==> src/rtl/ofdm_pkg.sv <==
// rtl/ofdm_pkg.sv - 802.11a interleaver mode encodings and per-mode constants
package ofdm_pkg;

  localparam int MAX_NCBPS = 288;

  typedef enum logic [1:0] {
    MODE_BPSK  = 2'b00,
    MODE_QPSK  = 2'b01,
    MODE_16QAM = 2'b10,
    MODE_64QAM = 2'b11
  } mode_e;

  typedef enum logic {
    RD_IDLE,
    RD_READ
  } rd_state_e;

  // Coded bits per OFDM symbol.
  function automatic logic [8:0] ncbps_of(mode_e m);
    case (m)
      MODE_BPSK:  return 9'd48;
      MODE_QPSK:  return 9'd96;
      MODE_16QAM: return 9'd192;
      default:    return 9'd288;
    endcase
  endfunction

  // Column depth D = NCBPS/16.
  function automatic logic [4:0] d_of(mode_e m);
    case (m)
      MODE_BPSK:  return 5'd3;
      MODE_QPSK:  return 5'd6;
      MODE_16QAM: return 5'd12;
      default:    return 5'd18;
    endcase
  endfunction

  // Bit-rotation group size s = max(NBPSC/2, 1).
  function automatic logic [1:0] s_of(mode_e m);
    case (m)
      MODE_BPSK:  return 2'd1;
      MODE_QPSK:  return 2'd1;
      MODE_16QAM: return 2'd2;
      default:    return 2'd3;
    endcase
  endfunction

endpackage

==> src/rtl/deint_index_gen.sv <==
// rtl/deint_index_gen.sv - incremental generator of deinterleaver write address k(j)
// D is a multiple of s, so an s-group never straddles a column: i mod D = jm - js + t, floor(i/D) = q.
module deint_index_gen import ofdm_pkg::*; (
  input  logic       clock,
  input  logic       reset,
  input  logic       clear,
  input  logic       step,
  input  mode_e      mode,
  output logic [8:0] k
);

  logic [4:0] jm;
  logic [3:0] q;
  logic [1:0] js;
  logic [1:0] qs;
  logic [4:0] d;
  logic [1:0] s;
  logic [2:0] t_sum;
  logic [2:0] t_wrap;
  logic [1:0] t;
  logic [4:0] imod;

  always_comb begin
    d      = d_of(mode);
    s      = s_of(mode);
    t_sum  = {1'b0, js} + {1'b0, qs};
    t_wrap = t_sum - {1'b0, s};
    t      = (t_sum >= {1'b0, s}) ? t_wrap[1:0] : t_sum[1:0];
    imod   = jm - {3'b000, js} + {3'b000, t};
    k      = {imod, q};
  end

  always_ff @(posedge clock) begin
    if (!reset || clear) begin
      jm <= '0;
      q  <= '0;
      js <= '0;
      qs <= '0;
    end else if (step) begin
      js <= (js == s - 2'd1) ? 2'd0 : js + 2'd1;
      if (jm == d - 5'd1) begin
        jm <= '0;
        q  <= q + 4'd1;
        qs <= (qs == s - 2'd1) ? 2'd0 : qs + 2'd1;
      end else begin
        jm <= jm + 5'd1;
      end
    end
  end

endmodule

==> src/rtl/ofdm_deinterleaver.sv <==
// rtl/ofdm_deinterleaver.sv - ping-pong 802.11a block deinterleaver, bit-serial in and out
// DEINT_SOFT_EN selects SOFT_W-bit soft metrics instead of hard bits.
module ofdm_deinterleaver #(
  parameter int MAX_NCBPS = 288
`ifdef DEINT_SOFT_EN
  , parameter int SOFT_W = 3
`endif
) (
  input  logic              clock,
  input  logic              reset,
`ifdef DEINT_SOFT_EN
  input  logic [SOFT_W-1:0] inputData,
`else
  input  logic              inputData,
`endif
  input  logic              inputValid,
  input  logic [1:0]        mode,
`ifdef DEINT_SOFT_EN
  output logic [SOFT_W-1:0] outputData,
`else
  output logic              outputData,
`endif
  output logic              outputValid,
  output logic              outputLast
);
  import ofdm_pkg::*;

`ifdef DEINT_SOFT_EN
  localparam int DW = SOFT_W;
`else
  localparam int DW = 1;
`endif

  logic [DW-1:0] bank0 [MAX_NCBPS];
  logic [DW-1:0] bank1 [MAX_NCBPS];
  mode_e         bank_mode [2];

  logic [8:0] j;
  logic [8:0] k;
  logic [8:0] wr_n;
  mode_e      cap_mode;
  mode_e      eff_mode;
  logic       wbank;
  logic       wr_last;
  logic [1:0] full;

  rd_state_e  state, state_n;
  logic       rbank, rbank_n;
  logic [8:0] r, r_n;
  logic [8:0] rd_n;
  logic       rd_done;

  // The first bit of a symbol takes the live mode; the rest use the captured one.
  always_comb begin
    eff_mode = (j == 9'd0) ? mode_e'(mode) : cap_mode;
    wr_n     = ncbps_of(eff_mode);
    wr_last  = inputValid && (j == wr_n - 9'd1);
    rd_n     = ncbps_of(bank_mode[rbank]);
  end

  deint_index_gen u_index_gen (
    .clock (clock),
    .reset (reset),
    .clear (wr_last),
    .step  (inputValid),
    .mode  (eff_mode),
    .k     (k)
  );

  always_ff @(posedge clock) begin
    if (reset && inputValid) begin
      if (wbank) bank1[k] <= inputData;
      else       bank0[k] <= inputData;
      if (wr_last) bank_mode[wbank] <= eff_mode;
    end
  end

  always_ff @(posedge clock) begin
    if (!reset) begin
      j        <= '0;
      wbank    <= 1'b0;
      full     <= 2'b00;
      cap_mode <= MODE_BPSK;
    end else begin
      if (inputValid) begin
        if (j == 9'd0) cap_mode <= eff_mode;
        if (wr_last) begin
          j     <= '0;
          wbank <= ~wbank;
        end else begin
          j <= j + 9'd1;
        end
      end
      if (rd_done) full[rbank] <= 1'b0;
      if (wr_last) full[wbank] <= 1'b1;
    end
  end

  always_ff @(posedge clock) begin
    if (!reset) begin
      state <= RD_IDLE;
      rbank <= 1'b0;
      r     <= '0;
    end else begin
      state <= state_n;
      rbank <= rbank_n;
      r     <= r_n;
    end
  end

  // A bank finishing on the same edge as the current read ends chains straight on.
  always_comb begin
    state_n = state;
    rbank_n = rbank;
    r_n     = r;
    rd_done = 1'b0;
    case (state)
      RD_IDLE: begin
        if (full[rbank]) begin
          state_n = RD_READ;
          r_n     = '0;
        end
      end
      RD_READ: begin
        if (r == rd_n - 9'd1) begin
          rd_done = 1'b1;
          rbank_n = ~rbank;
          r_n     = '0;
          if (!(full[~rbank] || (wr_last && (wbank != rbank)))) state_n = RD_IDLE;
        end else begin
          r_n = r + 9'd1;
        end
      end
      default: state_n = RD_IDLE;
    endcase
  end

  always_ff @(posedge clock) begin
    if (!reset || (state != RD_READ)) begin
      outputData  <= '0;
      outputValid <= 1'b0;
      outputLast  <= 1'b0;
    end else begin
      outputData  <= rbank ? bank1[r] : bank0[r];
      outputValid <= 1'b1;
      outputLast  <= (r == rd_n - 9'd1);
    end
  end

endmodule

==> config.mk <==
export PLATFORM = sky130hd
export DESIGN_NAME = ofdm_deinterleaver
export DESIGN_NICKNAME = d
export VERILOG_FILES = /design/src/rtl/ofdm_pkg.sv /design/src/rtl/deint_index_gen.sv /design/src/rtl/ofdm_deinterleaver.sv
export SDC_FILE = /design/constraint.sdc
export NUM_CORES = 1
export LEC_CHECK = 0
export ABC_AREA = 1
export CELL_PAD_IN_SITES_DETAIL_PLACEMENT = 1
export CELL_PAD_IN_SITES_GLOBAL_PLACEMENT = 1
export CORE_MARGIN = 2
export CORE_UTILIZATION = 55
export DETAILED_ROUTE_END_ITERATION = 8
export PLACE_DENSITY_LB_ADDON = 0.05
export SETUP_SLACK_MARGIN = 0.3
export SYNTH_ARGS = -nofsm -noshare
export SYNTH_HDL_FRONTEND = slang
export SYNTH_SLANG_ARGS = --single-unit
==> constraint.sdc <==
create_clock -name clock -period 8.1 [get_ports clock]
set_input_delay 2.025 -clock clock [delete_from_list [all_inputs] [get_ports clock]]
set_output_delay 2.025 -clock clock [all_outputs]
set_load 0.02 [all_outputs]
Word-level counts from Yosys, hierarchy flattened
Memories as Yosys holds them, arrays and structs flattened. A register that Yosys moved wholly into a read port is not among the register bits.
Cells that the tools add are included.
{"block": "totals", "romBits": 0, "memories": 3, "wordCells": 118, "latchBits": 0, "output_inout_bits": 3, "reg_bits": 41, "input_bits": 6, "mem_bits_rw": 580}
{"block": "classes", "bitwise_logic": 6, "eq_ne": 11, "n_shift": 0, "n_mux": 47, "div": 0, "magnitude_cmp": 6, "mul": 0, "n_addsub": 14, "reduce_logical": 17}
{"name": "bank0", "depth": 288, "width": 1, "rd": 1, "rd_ports_with_merged_regs": 1, "write_ports": 1, "line": "ofdm_deinterleaver.sv:34", "rtl": "logic [DW-1:0] bank0 [MAX_NCBPS];"}
{"name": "bank1", "depth": 288, "width": 1, "rd": 1, "rd_ports_with_merged_regs": 1, "write_ports": 1, "line": "ofdm_deinterleaver.sv:35", "rtl": "logic [DW-1:0] bank1 [MAX_NCBPS];"}
{"name": "bank_mode", "depth": 2, "width": 2, "rd": 1, "rd_ports_with_merged_regs": 1, "write_ports": 1, "line": "ofdm_deinterleaver.sv:36", "rtl": "mode_e bank_mode [2];"}
{"op": "9-bit two-way mux", "count": 7}
{"op": "9-bit one-hot mux with 3 select lines", "count": 2}
{"op": "1-bit two-way mux", "count": 24}
{"op": "9-bit by 1-bit adder with 9-bit output, second input constant", "count": 2}
{"op": "9-bit == test", "count": 2}
{"op": "9-bit one-hot mux with 2 select lines", "count": 1}
{"op": "9-bit by 1-bit subtractor with 9-bit output, second input constant", "count": 2}
{"op": "5-bit one-hot mux with 3 select lines", "count": 1}
{"op": "2-bit two-way mux", "count": 7}
{"op": "9-bit zero test", "count": 1}
{"op": "2-bit AND reduction", "count": 4}
{"op": "1-bit by 2-bit less-than comparator with 1-bit output, second input constant", "count": 3}
{"op": "5-bit by 1-bit adder with 5-bit output, second input constant", "count": 1}
{"op": "5-bit by 2-bit adder with 5-bit output", "count": 1}
{"op": "5-bit == test", "count": 1}
{"op": "1-bit logical AND", "count": 5}
{"op": "5-bit two-way mux", "count": 1}
{"op": "5-bit by 1-bit subtractor with 5-bit output, second input constant", "count": 1}
{"op": "5-bit by 2-bit subtractor with 5-bit output", "count": 1}
{"op": "2-bit by 1-bit adder with 2-bit output, second input constant", "count": 2}
{"op": "4-bit by 1-bit adder with 4-bit output, second input constant", "count": 1}
{"op": "2-bit by 1-bit == test with 1-bit output, second input constant", "count": 2}
{"op": "2-bit == test", "count": 2}
{"op": "2-bit == test, second input constant", "count": 2}
{"op": "other kinds (18)", "count": 25}

Logic depth before layout (Yosys ltp)
Gate-level depths: netlist (run 1).
{"block": "logic_depth", "word_depth": 12, "ltp_mapped": 25}

By module
Synthesis (run 1) repeated with hierarchy kept, for this count alone.
{"block": "unflattened", "cells_unflattened": 3079, "area_unflattened_um2": 29782.3}
{"mod": "ofdm_deinterleaver", "cells_each": 2915, "n_inst": 1, "area_per_inst_um2": 28616.2, "seq_area_each_um2": 18177.4}
{"mod": "deint_index_gen", "cells_each": 164, "n_inst": 1, "area_per_inst_um2": 1166.1, "seq_area_each_um2": 260.2}

Worst setup path after synthesis (run 1)
Ideal clock, no wire load.
{"block": "synth_timing", "path_type": "input-to-reg", "start": "input mode[0]", "end": "memory bank1[196] (enable)", "arrival_ns": 5.416, "path_slack_ns": 2.371, "cell_stages": 18, "path_cell_list": "inv_1 -> nand3_1 -> nand2_4 -> nand2_4 -> ha_1 -> a21oi_1 -> o211ai_1 -> o21ai_0 -> fa_1 -> fa_1 -> nand3_1 -> nand2_1 -> xnor2_1 -> inv_1 -> nor2_1 -> nand3_1 -> clkbuf_1 -> nor3_1"}
{"block": "synth_between", "elab_chain_len": 7}
{"item": "start: declaration", "line": "ofdm_deinterleaver.sv:17", "rtl": "input logic [1:0] mode,"}
{"item": "2-bit two-way mux (*)", "line": "ofdm_deinterleaver.sv:55", "rtl": "eff_mode = (j == 9'd0) ? mode_e'(mode) : cap_mode;"}
{"item": "2-bit by 1-bit == test with 1-bit output or 2-bit zero test (tied branches)", "line": "ofdm_pkg.sv:40", "rtl": "case (m)"}
{"item": "2-bit OR reduction (no line)"}
{"item": "2-bit one-hot mux with 2 select lines (*)", "line": "ofdm_pkg.sv:40"}
{"item": "3-bit by 2-bit greater-or-equal comparator with 1-bit output or 2-bit subtractor (tied branches)", "line": "deint_index_gen.sv:28, deint_index_gen.sv:27"}
{"item": "2-bit two-way mux (*)", "line": "deint_index_gen.sv:28", "rtl": "t = (t_sum >= {1'b0, s}) ? t_wrap[1:0] : t_sum[1:0];"}
{"item": "5-bit by 2-bit adder with 5-bit output (*)", "line": "deint_index_gen.sv:29", "rtl": "imod = jm - {3'b000, js} + {3'b000, t};"}
{"item": "end: declaration", "line": "ofdm_deinterleaver.sv:35"}
Every way passes the cells marked *; elsewhere a longest branch is shown, timed or not.

Worst setup path after layout (run 1)
{"block": "layout_timing", "start": "input mode[0]", "end": "memory bank0[276] (enable)"}
{"block": "layout_between", "elab_chain_len": 7}
{"item": "2-bit two-way mux (*)", "line": "ofdm_deinterleaver.sv:55"}
{"item": "2-bit by 1-bit == test with 1-bit output or 2-bit zero test (tied branches)", "line": "ofdm_pkg.sv:40"}
{"item": "2-bit OR reduction (no line)"}
{"item": "2-bit one-hot mux with 2 select lines (*)", "line": "ofdm_pkg.sv:40"}
{"item": "3-bit by 2-bit greater-or-equal comparator with 1-bit output or 2-bit subtractor (tied branches)", "line": "deint_index_gen.sv:28, deint_index_gen.sv:27"}
{"item": "2-bit two-way mux (*)", "line": "deint_index_gen.sv:28"}
{"item": "5-bit by 2-bit adder with 5-bit output (*)", "line": "deint_index_gen.sv:29"}
{"item": "end: declaration", "line": "ofdm_deinterleaver.sv:34"}
Marks and branches as above.

==> results_tabular.tex, run 1 <==
\begin{tabular}{lr}
\hline
Metric & Value \\
\hline
\multicolumn{2}{l}{\textbf{Setup path}} \\
Slowest-stage cell, CP & nand2\_1 \\
Kind of critical path & in -> reg \\
Crit path cell chain & clkdlybuf4s50\_1 -> inv\_1 -> nand3\_1 -> nand2\_4 -> nand2\_4 -> ha\_1 -> a21oi\_1 -> o211ai\_1 -> o21ai\_0 -> fa\_1 -> ha\_1 -> nand3\_1 -> nand2\_1 -> xor2\_1 -> inv\_1 -> nand2\_1 -> nor2\_1 -> nand2\_1 -> nor3\_1 \\
Largest driver fanout on the critical path & 32 \\
Cell count of the worst reg-to-reg path & 23 \\
Buffers \& Inverters on Critical Path & 3 \\
CP Capture Type & flop \\
Reg2Reg Capture Point & bank0[276] \\
Slack of the worst reg-to-reg path & 2.70 ns \\
Crit-path max cell delay & 0.83 ns \\
Most frequent CP cell & nand2\_1 \\
Critical R2R Launch & j[0] \\
Critical Path RT & 8.41 ns \\
Family with the most delay on the worst path & simple AND/OR/NAND/NOR gates \\
Startpoint class of the critical path & primary input \\
Worst Path Arrival & 6.77 ns \\
Origin of the worst setup path & mode[0] \\
\multicolumn{2}{l}{\textbf{Routing}} \\
Detailed-route vias per instance & 6.39 \\
First-iteration detailed-routing DRC count & 2299 \\
Detailed-router iteration count before antenna repair & 6 \\
Average detailed-routed wire length per instance & 24.8 microns \\
Post-detailed-route count of antenna-violating nets & 0 \\
Total wire length after detailed routing & 89700 microns \\
DRC violation count after routing & 0 \\
Total vias in the final route & 23200 \\
\multicolumn{2}{l}{\textbf{Power}} \\
Proportion of total power due to net switching & 26.6\% \\
Int Pwr & 5.41 mW \\
Highest ir drop seen on vdd & 0.000233 V \\
Overall Power & 7.37 mW \\
Switching component of the power & 1.96 mW \\
Part of the power in the clock network & 39.6\% \\
Leakage power figure & 10.3 nW \\
Power share of the combinational group & 11.9\% \\
Power density over the cells & 230 mW/mm\^{}2 \\
Sequential power share & 48.5\% \\
\multicolumn{2}{l}{\textbf{CTS}} \\
Cells resized by post-CTS repair & 0 \\
TritonCTS sink count & 631 \\
Clock Latency Late Sink & 0.60 ns \\
Post-CTS setup repair buffer count & 0 \\
Number of levels in the clock H-tree & 3 \\
Count of hold-fix buffers inserted at cts & 0 \\
Max Buffers Root-to-Sink & 3 \\
TritonCTS buffer count & 69 \\
Clock tree root buffer cell & clkbuf\_16 \\
CTS tree & done \\
Register clock-pin slew on the reported worst setup and hold paths & 0.06 ns \\
\multicolumn{2}{l}{\textbf{Logic synthesis}} \\
Portion of synthesized cell area occupied by the leading cell type & 58.7\% \\
Warning count from the yosys run & 0 \\
Mean instance size in the synthesized netlist & 9.75 sq um \\
Register area share after synthesis & 62.1\% \\
Dominant cell type by area after synthesis & edfxtp\_1 \\
Number of flops mapped to enable cells by yosys & 580 \\
Dominant register cell in the synthesized netlist & edfxtp\_1 \\
Synthesis-stage register bit count & 631 \\
Count of cell types in the netlist & 39 \\
Share of synthesized flip-flops with an asynchronous set or reset & 0\% \\
Number of instances in the synthesized netlist & 3045 \\
Library cell with the highest instance count after synthesis & nand2\_1 \\
Top cells by area in the synthesized netlist & edfxtp\_1 59\%, nor3\_1 9.8\%, nand3\_1 9.0\% \\
Total nets after synthesis & 3071 \\
Synth top cells by count & 679 x nand2\_1, 580 x edfxtp\_1, 579 x nor3\_1 \\
Cell area after synthesis & 0.0297 sq mm \\
\multicolumn{2}{l}{\textbf{STA}} \\
Worst relative slew slack & 10.8\% \\
Final count of negative-setup-slack endpoints & 0 \\
Period Utilization, post-route & 79.8\% \\
Number of pins exceeding their max-slew limit in the final report & 0 \\
Number of hold violations in the final report & 0 \\
Summed negative setup slack over all endpoints & 0 ns \\
Hold Slack & 0.493 ns \\
Setup repair after global routing missed its margin & false \\
Worst setup skew after layout & 0.0148 ns \\
Top achievable clock speed & 155 MHz \\
Min Clock Period, post-route & 6.46 ns \\
Slew at the pin closest to its max-slew limit & 1.34 ns \\
Final setup margin & 1.64 ns \\
\multicolumn{2}{l}{\textbf{Run status}} \\
Status & completed \\
\multicolumn{2}{l}{\textbf{GRT}} \\
Via count of the first global-routing pass & 24100 \\
Overall routing resource usage & 32.3\% \\
Global-route wire length before repair & 139000 microns \\
Global-route congestion overflow total & 0 \\
Antenna violations before repair & 1 \\
Pin count of the biggest net entering global routing & 251 \\
\multicolumn{2}{l}{\textbf{Final layout}} \\
Share of post-route cells with drive strength above 1 & 6.72\% \\
Total number of nets in the final design & 2912 \\
Antenna diode count & 0 \\
Synthesis-to-finish area growth & 7.89\% \\
Non-Filler Cell Area, Final & 0.0320 sq mm \\
\multicolumn{2}{l}{\textbf{Worst hold path}} \\
Type of the worst min-delay path & reg -> reg \\
Worst hold path cell count & 2 \\
Hold EP & full[1] \\
Startpoint of the worst hold path & full[1] \\
\multicolumn{2}{l}{\textbf{Floorplanning}} \\
Number of ports placed on the die boundary & 9 \\
Die outline width & 236 microns \\
Area of the placeable core & 0.0536 sq mm \\
Full die area & 0.0558 sq mm \\
Cell Rows & 85 \\
DIE HEIGHT & 236 microns \\
Effective utilization at floorplan & 55.4\% \\
\multicolumn{2}{l}{\textbf{Place}} \\
HPWL Detailed & 44500 microns \\
Placed standard-cell area & 0.0300 sq mm \\
Setup WS pre-CTS & 1.10 ns \\
Number of buffers inserted by port buffering & 8 \\
Global placement routability congestion & 0.819 \\
\multicolumn{2}{l}{\textbf{Job}} \\
Number of maximum-capacitance violations & 0 \\
\hline
\end{tabular}
[final cells by class]
cell class / count / area, sq um
fillers: 5925 / 21600
repair buffers: 62 / 553
flip-flops and latches: 631 / 18500
multi-input cells: 2050 / 9830
well taps: 696 / 871
clock buffers: 93 / 1910
clock inverters: 22 / 119
inverters: 72 / 285
[state kept, by name, indices dropped and copies added, names as in the netlist, 4 cells and up, named ones only]
name            flops
j                   9
bank1             288
bank_mode           4
r                   9
u_index_gen.jm      5
bank0             288
u_index_gen.q       4
[per-layer routing]
layer | up-vias | GRT usage (%) | wire length [microns]
li1 | 10400 | - | -
met1 | 11800 | 42.6 | 36800
met2 | 800 | 55.6 | 44900
met3 | 183 | 4.31 | 5640
met4 | 0 | 10.6 | 2410
met5 | - | 0 | 0
[power by group through the flow]
stage	clock network, mW	logic (mW)	registers, mW
finish	2.92	0.879	3.57
global route	3.07	0.950	3.57
CTS	2.95	0.862	3.57
detailed placement	0	0.854	3.64
global placement	0	0.809	3.64
floorplan	0	0.593	3.64
[worst reg2reg max path, stage by stage (launching register included)]
cell and delay [ns]:
dfxtp_1 0.32, inv_1 0.09, ha_1 0.15, nand2_1 0.06
nor3_2 0.19, nand2_2 0.12, nand2_2 0.10, nand2_4 0.08
inv_4 0.11, nand2_4 0.09, ha_1 0.33, a21oi_1 0.15
o211ai_1 0.15, o21ai_0 0.23, fa_1 0.50, ha_1 0.30
nand3_1 0.06, nand2_1 0.09, xor2_1 0.58, inv_1 0.23
nand2_1 0.13, nor2_1 0.07, nand2_1 0.83, nor3_1 0.15
[through the flow]
step	utilization, %	cells
2_1_floorplan	-	3045
3_3_place_gp	56.0	3511
3_5_place_dp	56.0	3511
4_1_cts	59.7	3626
5_1_grt	59.7	3626
6_report	59.7	3626
[cell families after synthesis]
logic type	Yosys count	synth area share [%]
AND/OR/NAND/NOR	1897	29.3
buffers and inverters	364	5.00
adder cells (fa/ha/maj)	20	0.919
XOR/XNOR	21	0.620
AO/OA/AOI/OAI	112	2.07
flip-flops	631	62.1
[worst max path at each step]
stage,depth (start not counted),slack (ns),endpoint
after floorplan,18,2.37,bank1[196]
final,19,1.64,bank0[276]
after global routing,19,1.23,bank1[275]
after global placement,20,1.29,bank0[279]
after CTS,19,1.69,bank0[275]
after detailed placement,19,1.10,bank0[275]
[placed cells by master, fill, tap and decap left out, drive strengths merged]
cell | synthesis | final
dfxtp | 51 | 51
fa | 3 | 3
clkdlybuf4s50 | 0 | 7
o21ai | 53 | 53
buf | 112 | 55
xor2 | 17 | 17
nand2 | 692 | 692
inv | 67 | 67
clkbuf | 180 | 93
nand3 | 532 | 532
xnor2 | 4 | 4
nor2 | 81 | 81
a211oi | 2 | 2
a21oi | 36 | 36
clkinv | 5 | 26
nor3b | 3 | 3
o31ai | 1 | 1
o211ai | 3 | 3
nand3b | 3 | 3
nor4 | 1 | 1
ha | 17 | 17
and3b | 1 | 1
nand4 | 4 | 4
o22ai | 16 | 16
nor3 | 580 | 580
edfxtp | 580 | 580
bufinv | 0 | 1
o21a | 1 | 1
Note: power is estimated with default switching activity, not from simulation.
==> inputs of run 2 (changes only) <==
--- a/config.mk
+++ b/config.mk
@@ -9,7 +9,7 @@
 export CELL_PAD_IN_SITES_DETAIL_PLACEMENT = 1
 export CELL_PAD_IN_SITES_GLOBAL_PLACEMENT = 1
 export CORE_MARGIN = 2
-export CORE_UTILIZATION = 55
+export CORE_UTILIZATION = 51
 export DETAILED_ROUTE_END_ITERATION = 8
 export PLACE_DENSITY_LB_ADDON = 0.05
 export SETUP_SLACK_MARGIN = 0.3
==> constraint.sdc (replaced) <==
create_clock -name clock -period 5.95 [get_ports clock]
set_input_delay 1.4875 -clock clock [delete_from_list [all_inputs] [get_ports clock]]
set_output_delay 1.4875 -clock clock [all_outputs]
set_load 0.02 [all_outputs]
==> run 2 against run 1 <==
Sequential power rose by 36%. Design area rose by 1.6%. Clock skew rose by 0.0030 ns. Critical path depth rose by 1. Count of clock-buffer cells in the layout rose by 7. Final cell count rose by 2.5%. Wire length rose by 1.6%. Hold slack got worse by 0.016 ns. Non-clock buffer count rose by 12. Largest power group unchanged. Clock power rose by 43%. First-iteration DRC count fell by 19%. Power rose by 42%.
==> results_tabular.tex, run 2 (synthesis gave the netlist of run 1 again) <==
\begin{tabular}{lr}
\hline
Metric & Value \\
\hline
\multicolumn{2}{l}{\textbf{Power}} \\
Int Pwr & 7.66 mW (+42\%) \\
Highest ir drop seen on vdd & 0.000219 V (-6.2\%) \\
Proportion of total power due to net switching & 27.0\% (+0.38 points) \\
Switching component of the power & 2.83 mW (+44\%) \\
Part of the power in the clock network & 39.7\% (about the same) \\
Leakage power figure & 10.5 nW (+2.4\%) \\
Overall Power & 10.5 mW (+42\%) \\
Sequential power share & 46.4\% (-2.1 points) \\
Power share of the combinational group & 13.9\% (+2.0 points) \\
Power density over the cells & 322 mW/mm\^{}2 (+40\%) \\
\multicolumn{2}{l}{\textbf{Final layout}} \\
Non-Filler Cell Area, Final & 0.0325 sq mm (+1.6\%) \\
Antenna diode count & 0 (unchanged) \\
Synthesis-to-finish area growth & 9.66\% \\
Most frequent standard cell in the layout excluding fill and tap cells & nand2\_1 \\
Total number of nets in the final design & 2926 (+0.48\%) \\
Share of post-route cells with drive strength above 1 & 7.18\% (+0.46 points) \\
Largest registers & bank0 (288), bank1 (288) \\
Most used cells in the layout excluding fill and tap cells & 669 x nand2\_1, 580 x edfxtp\_1, 579 x nor3\_1 \\
Final std cells w/o fill & 3718 (+2.5\%) \\
Core Util, Final & 56.5\% (-3.2 points) \\
\multicolumn{2}{l}{\textbf{Run status}} \\
Status & completed \\
\multicolumn{2}{l}{\textbf{Setup path}} \\
Startpoint class of the critical path & primary input \\
Slack of the worst reg-to-reg path & 0.88 ns (-1.82 ns) \\
Cell count of the worst reg-to-reg path & 20 (-13\%) \\
Worst Path Arrival & 5.70 ns (-1.07 ns) \\
Critical R2R Launch & u\_index\_gen.js[0] \\
Critical Path RT & 6.23 ns (-2.18 ns) \\
Reg2Reg Capture Point & bank0[76] \\
CP Capture Type & flop \\
Kind of critical path & in -> reg \\
Largest driver fanout on the critical path & 32 (unchanged) \\
\multicolumn{2}{l}{\textbf{STA}} \\
Final setup margin & 0.525 ns (-1.11 ns) \\
Min Clock Period, post-route & 5.42 ns \\
Worst setup skew after layout & 0.0178 ns (+0.00300 ns) \\
Final count of negative-setup-slack endpoints & 0 (unchanged) \\
Number of pins exceeding their max-slew limit in the final report & 0 (unchanged) \\
Slew at the pin closest to its max-slew limit & 1.21 ns (-0.130 ns) \\
Setup repair after global routing missed its margin & false \\
Period Utilization, post-route & 91.2\% \\
Number of hold violations in the final report & 0 (unchanged) \\
Top achievable clock speed & 184 MHz \\
Worst relative slew slack & 19.5\% (+8.7 points) \\
\multicolumn{2}{l}{\textbf{CTS}} \\
Clock Latency Late Sink & 0.62 ns (+0.02 ns) \\
TritonCTS sink count & 631 (unchanged) \\
Count of hold-fix buffers inserted at cts & 0 (unchanged) \\
Clock tree root buffer cell & clkbuf\_16 \\
Max Buffers Root-to-Sink & 3 (unchanged) \\
TritonCTS buffer count & 71 (+2.9\%) \\
Cells resized by post-CTS repair & 0 (unchanged) \\
Post-CTS setup repair buffer count & 0 (unchanged) \\
Number of levels in the clock H-tree & 3 (unchanged) \\
Register clock-pin slew on the reported worst setup and hold paths & 0.06 ns (about the same) \\
CTS tree & done \\
\multicolumn{2}{l}{\textbf{Routing}} \\
Average detailed-routed wire length per instance & 24.5 microns (-0.87\%) \\
Total vias in the final route & 23000 (-0.70\%) \\
DRC violation count after routing & 0 (unchanged) \\
First-iteration detailed-routing DRC count & 1854 (-19\%) \\
Detailed-router iteration count before antenna repair & 5 (-1) \\
Post-detailed-route count of antenna-violating nets & 0 (unchanged) \\
Detailed-route vias per instance & 6.19 (-3.2\%) \\
Total wire length after detailed routing & 91200 microns (+1.6\%) \\
\multicolumn{2}{l}{\textbf{Floorplanning}} \\
Number of ports placed on the die boundary & 9 (unchanged) \\
Area of the placeable core & 0.0576 sq mm (+7.4\%) \\
Full die area & 0.0601 sq mm (+7.7\%) \\
DIE HEIGHT & 245 microns (+3.8\%) \\
Die outline width & 245 microns (+3.8\%) \\
Cell Rows & 88 (+3.5\%) \\
Effective utilization at floorplan & 51.5\% (-3.8 points) \\
\multicolumn{2}{l}{\textbf{Place}} \\
Placed Cells incl. Taps & 3592 (+2.3\%) \\
Global placement routability congestion & 0.836 (+2.0\%) \\
Setup WS pre-CTS & -0.115 ns (-1.22 ns) \\
HPWL Detailed & 44800 microns (+0.84\%) \\
Number of buffers inserted by port buffering & 8 (unchanged) \\
Placed standard-cell area & 0.0304 sq mm (+1.3\%) \\
\multicolumn{2}{l}{\textbf{GRT}} \\
Antenna violations before repair & 1 (unchanged) \\
Global-route congestion overflow total & 0 (unchanged) \\
Overall routing resource usage & 30.7\% (-1.6 points) \\
Global-route wire length before repair & 141000 microns (+1.6\%) \\
Via count of the first global-routing pass & 24000 (-0.33\%) \\
Pin count of the biggest net entering global routing & 200 (-20\%) \\
\multicolumn{2}{l}{\textbf{Worst hold path}} \\
Hold EP & full[1] \\
Worst hold path cell count & 2 (unchanged) \\
Startpoint of the worst hold path & full[1] \\
Type of the worst min-delay path & reg -> reg \\
\multicolumn{2}{l}{\textbf{Job}} \\
Number of maximum-capacitance violations & 0 (unchanged) \\
\hline
\end{tabular}
run 2: changes by cell type in the layout (fill, tap and decap cells not counted), moves of 2 or more:
cell,previous run,this run
buf_12,5,19
clkbuf_1,19,24
nand2_2,15,11
nand2_4,6,10
nand3_2,9,5
nand3_4,0,4
clkinv_1,18,21
clkinv_2,8,5
inv_6,0,3
buf_4,49,47
run 2: worst max path at each step:
stage                  from    endpoint  cells after the start
floorplan           mode[0]  bank1[196]                     18
global placement    mode[1]   bank0[72]                     21
detailed placement  mode[1]   bank1[73]                     21
CTS                 mode[1]   bank0[76]                     21
global route        mode[1]  bank0[104]                     21
finish              mode[1]   bank0[76]                     20
run 2: metal layers:
metal	track usage, %	wire length (microns)	part of all wire (%)	vias to the layer above
li1	-	-	-	10500
met5	0	11	0.012	-
met2	53.4	45500	50	607
met4	8.95	2160	2.4	2
met1	40.5	38800	42	11800
met3	3.71	4800	5.3	140
run 2: critical path, stage by stage:
cell and delay [ns]:
clkdlybuf4s50_1 0.45, inv_1 0.05, nand3_1 0.14, nand2_4 0.11, ha_1 0.36, inv_1 0.06, o211ai_1 0.33, nand2_1 0.09
o21ai_1 0.12, fa_1 0.50, fa_1 0.48, nand3_1 0.10, nand2_1 0.07, xnor2_1 0.26, inv_1 0.12, nor2_1 0.16
buf_4 0.16, nand3_1 0.18, buf_12 0.23, nor3_1 0.23
run 2: final cells by class:
class,count,area [sq um]
Tap cell,765,957
Timing Repair Buffer,74,818
Sequential cell,631,18500
Clock buffer,100,1970
Multi-Input combinational cell,2050,9880
Clock inverter,26,183
Inverter,72,287
Fill cell,6291,25000
run 2: metrics by stage:
step	hold slack, ns	TNS, ns
after CTS	0.480	0
after detailed placement	0.473	-5.64
after floorplan	0.432	0
after global routing	0.522	0
final	0.477	0
after global placement	0.467	0
run 2: power groups by stage:
stage	Combinational, mW	Sequential (mW)	Clock [mW]
after floorplan	0.807	4.96	0
after detailed placement	1.43	4.96	0
final	1.45	4.86	4.17
after global placement	1.38	4.96	0
after global routing	1.55	4.86	4.36
after CTS	1.43	4.86	4.21
